===== src/rtl/data_split.sv =====
// Wide-to-narrow width converter: each IW_WIDTH word is emitted as IW_WIDTH/OW_WIDTH
// slices, MSB slice first, with a one-word pending buffer behind the shift register.
module data_split #(
  parameter int IW_WIDTH = 64,
  parameter int OW_WIDTH = 32
) (
  input  logic                I_Clk,
  input  logic                I_Rst,
  input  logic                I_Data_De,
  input  logic [IW_WIDTH-1:0] I_Data,
  output logic                O_Ready,
  output logic                O_Data_De,
  output logic [OW_WIDTH-1:0] O_Data,
  output logic                O_Last,
  input  logic                I_Ready
);

  localparam int NUM = IW_WIDTH / OW_WIDTH;
  localparam logic [7:0] LAST_CNT = 8'(NUM - 1);

  typedef enum logic [1:0] {EMPTY, BUSY, FULL} state_t;

  state_t              state;
  logic [IW_WIDTH-1:0] sreg;
  logic [IW_WIDTH-1:0] pend;
  logic [7:0]          cnt;
  logic                accept;
  logic                xfer;
  logic                last_xfer;

  assign accept    = I_Data_De && O_Ready;
  assign xfer      = O_Data_De && I_Ready;
  assign last_xfer = xfer && (cnt == LAST_CNT);

  assign O_Data = sreg[IW_WIDTH-1 -: OW_WIDTH];
  // Gated by valid so an idle block never flags Last, even when NUM == 1.
  assign O_Last = O_Data_De && (cnt == LAST_CNT);

  // NOTE: state registers use non-blocking assignments so every branch sees pre-edge values.
  always_ff @(posedge I_Clk or posedge I_Rst) begin
    if (I_Rst) begin
      state     <= EMPTY;
      sreg      <= '0;
      pend      <= '0;
      cnt       <= '0;
      O_Ready   <= 1'b1;
      O_Data_De <= 1'b0;
    end else begin
      case (state)
        EMPTY: begin
          if (accept) begin
            sreg      <= I_Data;
            cnt       <= '0;
            state     <= BUSY;
            O_Data_De <= 1'b1;
          end
        end
        BUSY: begin
          if (last_xfer) begin
            cnt <= '0;
            if (accept) begin
              sreg <= I_Data;
            end else begin
              state     <= EMPTY;
              O_Data_De <= 1'b0;
            end
          end else begin
            if (xfer) begin
              sreg <= sreg << OW_WIDTH;
              cnt  <= cnt + 8'd1;
            end
            if (accept) begin
              pend    <= I_Data;
              state   <= FULL;
              O_Ready <= 1'b0;
            end
          end
        end
        FULL: begin
          if (last_xfer) begin
            sreg    <= pend;
            cnt     <= '0;
            state   <= BUSY;
            O_Ready <= 1'b1;
          end else if (xfer) begin
            sreg <= sreg << OW_WIDTH;
            cnt  <= cnt + 8'd1;
          end
        end
        default: begin
          state     <= EMPTY;
          O_Ready   <= 1'b1;
          O_Data_De <= 1'b0;
        end
      endcase
    end
  end

endmodule

===== config.mk =====
export PLATFORM = sky130hd
export DESIGN_NAME = data_split
export DESIGN_NICKNAME = d
export VERILOG_FILES = /design/src/rtl/data_split.sv
export SDC_FILE = /design/constraint.sdc
export NUM_CORES = 1
export LEC_CHECK = 0
export BUFFER_PORTS_ARGS = -buffer_cell sky130_fd_sc_hd__buf_2
export CAP_MARGIN = 40
export CORE_ASPECT_RATIO = 0.75
export CORE_MARGIN = 3
export CORE_UTILIZATION = 35
export CTS_BUF_LIST = sky130_fd_sc_hd__clkbuf_2
export CTS_CLUSTER_DIAMETER = 150
export CTS_CLUSTER_SIZE = 16
export DETAILED_ROUTE_END_ITERATION = 16
export MAX_ROUTING_LAYER = met4
export PLACE_DENSITY = 0.6
export SYNTH_ARGS = -nofsm -noshare
export SYNTH_HDL_FRONTEND = slang
export SYNTH_SLANG_ARGS = --single-unit

===== constraint.sdc =====
create_clock -name I_Clk -period 11.9 [get_ports I_Clk]
set_input_delay 1.785 -clock I_Clk [delete_from_list [all_inputs] [get_ports I_Clk]]
set_output_delay 1.785 -clock I_Clk [all_outputs]
set_load 0.01 [all_outputs]

---- Yosys cells after proc, flatten, opt, wreduce, memory -nomap -nowiden ----
Cells that the tools add are included.
storage, ports and cells
  output and inout port bits .............. 35
  memories ................................ 0
  latch bits .............................. 0
  input bits .............................. 68
  word-level logic and storage cells ...... 58
  flip-flop bits (word level) ............. 140
  RAM bits ................................ 0
  bits in read-only memories .............. 0
operators by class
  shift-type cells ........................ 0
  reductions and logical operators ........ 13
  muxes and demuxes ....................... 23
  eq/ne operators ......................... 12
  divide/modulo/power cells ............... 0
  bitwise gates (word level) .............. 3
  multiply operators ...................... 0
  magnitude comparators ................... 0
  add/subtract/negate cells ............... 1
operator list
  kind                   count
  $mux W64               4
  $pmux W64 S3           1
  $mux W8                3
  $pmux W8 S2            1
  $ne A2 B2 Y1 const B   6
  $reduce_and A4 Y1      3
  $mux W2                5
  $add A8 B1 Y8 const B  1
  $eq A8 B1 Y1 const B   1
  $mux W1                6
  $ne A3 B3 Y1 const B   2
  $pmux W1 S3            2
  $pmux W2 S3            1
  $reduce_and A3 Y1      2
  $logic_and A1 B1 Y1    4
  $ne A3 B1 Y1 const B   1
  $not A1 Y1             3
  $reduce_bool A3 Y1     1
  $eq A2 B1 Y1 const B   1
  $eq A2 B2 Y1 const B   1
  $logic_not A2 Y1       1
  $reduce_bool A2 Y1     1
  $reduce_or A2 Y1       1

---- Logic depth before layout (Yosys ltp) ----
  word-level depth ........................ 4
  gate-level depth with buffers ........... 9
  depth with buffers taken out ............ 7

---- Worst setup path after synthesis ----
Ideal clock, no wire load.
  path type ............................... input-to-reg
  start ................................... input port I_Ready
  end ..................................... register pend[14]
  setup time .............................. 125 ps
  arrival time ............................ 2997 ps
  cell stages on the path ................. 7
  buffers on the path ..................... 3
  slack ................................... 8778 ps
  data required time ...................... 11775 ps
  cells stage by stage .................... and2_1 -> nand4_1 -> buf_2 -> and3_1 -> buf_6 -> buf_6 -> mux2_4
between the ends
  cells in the longest elaborated chain, start to end .. 4
RTL lines
  what                         RTL line  source
  from (decl)                  15        input logic I_Ready
  $logic_and A1 B1 Y1          32        assign xfer = O_Data_De && I_Ready;
  $logic_and A1 B1 Y1          33        assign last_xfer = xfer && (cnt == LAST_CNT);
  $not A1 Y1 (no line)         n/a
  $reduce_and A3 Y1 (no line)  n/a
  to (signal assigned)         73        pend <= I_Data;
  to (decl)                    25        logic [IW_WIDTH-1:0] pend;
No other way between the ends.
A chain may end at the register's enable or synchronous reset.

---- Final worst setup path ----
  start ................................... register cnt[4]
  end ..................................... output port O_Last
between the ends
  cells in the longest elaborated chain, start to end .. 2
RTL lines
  what                    RTL line  source
  from (decl)             26        logic [7:0] cnt;
  from (signal assigned)  70        cnt <= cnt + 8'd1;
  from (signal assigned)  87        cnt <= cnt + 8'd1;
  $eq A8 B1 Y1            37        assign O_Last = O_Data_De && (cnt == LAST_CNT);
  $logic_and A1 B1 Y1     37
  to (decl)               14        output logic O_Last,
No other way between the ends.

==> flow_summary.yaml <==
grt:
  grt_pass1_vias: 5010
  overflow: 0
  antenna_found_initial: 3
  grt_pass1_wl_microns: 27000
  grt_max_degree: 65
  grt.total_usage: 0.162
power:
  peakVddDrop_uv: 111
  p_leak_nw: 3.60
  power_density_nw_per_um2: 239
timing:
  finalSetupTns_ps: 0
  setup_ws_ps: 8070
  skew_ps: 34.4
  rsz0062_at_grt: "false"
  period_needed_ps: 3830
  setup_viol: 0
  maxSlewHeadroom: 0.500
  finalHoldViolCount: 0
  drv_slew: 0
  finalCritPeriodShare: 0.322
  fmax_ghz: 0.261
  tightestPinTransition_ps: 749
floorplanning:
  die_width_microns: 168
  die-area_sq_um: 21500
  core_area_sq_um: 18900
  die_h_microns: 128
  floorplan.rows: 43
  io_pins: 103
  start_util: 0.365
placed_design:
  pre_cts_ws_ps: 7540
  numPortBuffers: 102
  hpwlAfterDp_microns: 10600
  gp_congestion: 0.777
worst_setup_path:
  cp_top_family: "simple AND/OR/NAND/NOR gates"
  max_stage_delay_ps: 460
  path_cells: "nor4_2 -> nand3_1 -> nor2_1 -> buf_2"
  arrival_ps: 2050
  path_class: "reg -> out"
  critPathSlowestCell: "dfrtp_1"
  worstSetupStartpointType: "flop"
  path_buf_inv: 1
  critPathCaptureType: "output pin"
  cp_max_fo: 5
  required_ps: 10120
clocking:
  numCtsBuffers: 17
  cts_setup_buffers: 0
  clkTransAtPathRegs_ps: 200
  cts_hold_buf: 0
  htree_levels: 4
  clock_tree.root_cell: "clkbuf_2"
  clockBufferDepth: 2
  worstSkewPairLatency_ps: 670
  cts_tree: "done"
  clock_sink_count: 140
  post_cts_resized: 0
synthesis:
  synth_top_cell_area_share: 0.503
  syn_inst: 554
  synth_nets: 629
  syn_area_sq_um: 6910
  yosysWarnings: 0
  ys_top_cells_by_area: "dfrtp_1 50%, mux2_4 11%, mux2i_1 9.3%"
  synth_cell_types: 37
  synth_area_per_cell_sq_um: 12.5
  synth_top_area_cell: "dfrtp_1"
  yosysSeqAreaShare: 0.507
  ys_ff_latch: 140
route:
  vias: 4782
  avgRoutedWirePerCell_microns: 19.0
  drt_iter0_drc: 490
  detail_route.first_pass.iterations: 6
  wl_microns: 16600
  viasPerCell: 5.47
  ant_nets: 0
  remaining_drc_errors: 0
worst_hold_path:
  min_path_type: "reg -> reg"
final_layout:
  drive_gt1_frac: 0.343
  nNetsFinal: 687
  multiInputGateArea_sq_um: 2950
  seq_area_sq_um: 3500
  nFillCells: 1796
  final_cell_mix: "139 x dfrtp_1, 103 x buf_2, 64 x mux2i_1, 49 x mux2_4, 46 x o21ai_0"
  final_common_cell: "dfrtp_1"
  syn_to_final_growth_pct: 9.91
flow_run:
  cap_violations: 0
status:
  outcome: "completed"
[flip-flops by register name, summed over array words and instances (netlist names)]
register / flops
sreg: 64
state: 2
O_Data_De: 1
pend: 64
cnt: 8
O_Ready: 1
[stage by stage]
step	cell area [sq um]	util	power, mW	std cells	hold WS, ps
after floorplan	6910	-	1.41	554	469
after global placement	7370	0.389	1.55	838	482
after detailed placement	7410	0.391	1.59	840	491
after CTS	7580	0.400	1.84	870	515
after global routing	7590	0.401	1.95	873	537
final	7590	0.401	1.82	874	513
[tightest hold or removal path, delay by kind of cell, from the launching register on]
family	cells	cell delay [ps]
flip-flops	1	380
AO/OA/AOI/OAI	2	130
[power by group]
part / internal, mW / switching [mW] / leakage, nW
sequential: 0.670 / 0.134 / 1.76
combinational: 0.360 / 0.413 / 1.72
clock: 0.0720 / 0.169 / 0.120
total: 1.10 / 0.716 / 3.60
[cell usage after synthesis]
cell type / number
dfrtp_1: 139
mux2i_1: 64
mux2_4: 49
o21ai_0: 46
a22oi_1: 32
buf_4: 32
a222oi_1: 31
clkbuf_1: 23
o21ai_1: 23
nor2_1: 17
mux2_2: 15
buf_2: 11
inv_1: 9
ha_1: 7
buf_6: 6
nand2_1: 6
nand3_1: 6
nand4_1: 6
a21oi_1: 5
xor2_1: 5
a211oi_1: 3
and3_1: 3
and2_1: 2
a21boi_0: 1
a221oi_1: 1
a22o_1: 1
a31o_2: 1
a32oi_1: 1
buf_1: 1
dfstp_2: 1
nand2b_1: 1
nand4b_1: 1
nor3_1: 1
nor4_2: 1
nor4_4: 1
nor4b_1: 1
o21bai_1: 1
[cell type report]
cell class / instances / share of cell area
flip-flops and latches: 140 / 0.462
inverters: 9 / 0.00511
multi-input cells: 332 / 0.389
repair buffers: 112 / 0.0794
well taps: 247 / 0.0407
diodes: 4 / 0.00132
clock buffers: 20 / 0.0132
clock inverters: 10 / 0.0102
[path summary, 6_finish.rpt]
path / slack, ps / depth (start not counted) / to / start
min in group asynchronous: 1160 / 2 / pend[46] / I_Rst
worst max register to register: 8930 / 4 / pend[63] / O_Ready
worst min-delay path: 510 / 2 / sreg[7] / pend[7]
worst max-delay path: 8070 / 4 / O_Last / cnt[4]
worst min register to register: 510 / 2 / sreg[7] / pend[7]
max in group asynchronous: 9660 / 4 / O_Ready / I_Rst
[cell families after synthesis]
logic type,synth area share
and+or+nand+nor,0.0359
AOI/OAI and AO/OA,0.144
adders and majority gates,0.0127
buffers and inverters,0.0704
xor gates and xnor gates,0.00634
DFF,0.507
muxes,0.224
[metal layers]
layer / up-vias / share of wire / GRT usage / wire length (microns)
li1: 2179 / - / - / -
met1: 2456 / 0.46 / 0.210 / 7570
met2: 137 / 0.47 / 0.253 / 7830
met3: 10 / 0.066 / 0.0506 / 1100
met4: 0 / 0.0058 / 0.0322 / 97
met5: - / 0 / - / 0
No activity file was read; power rests on OpenSTA's default activity.
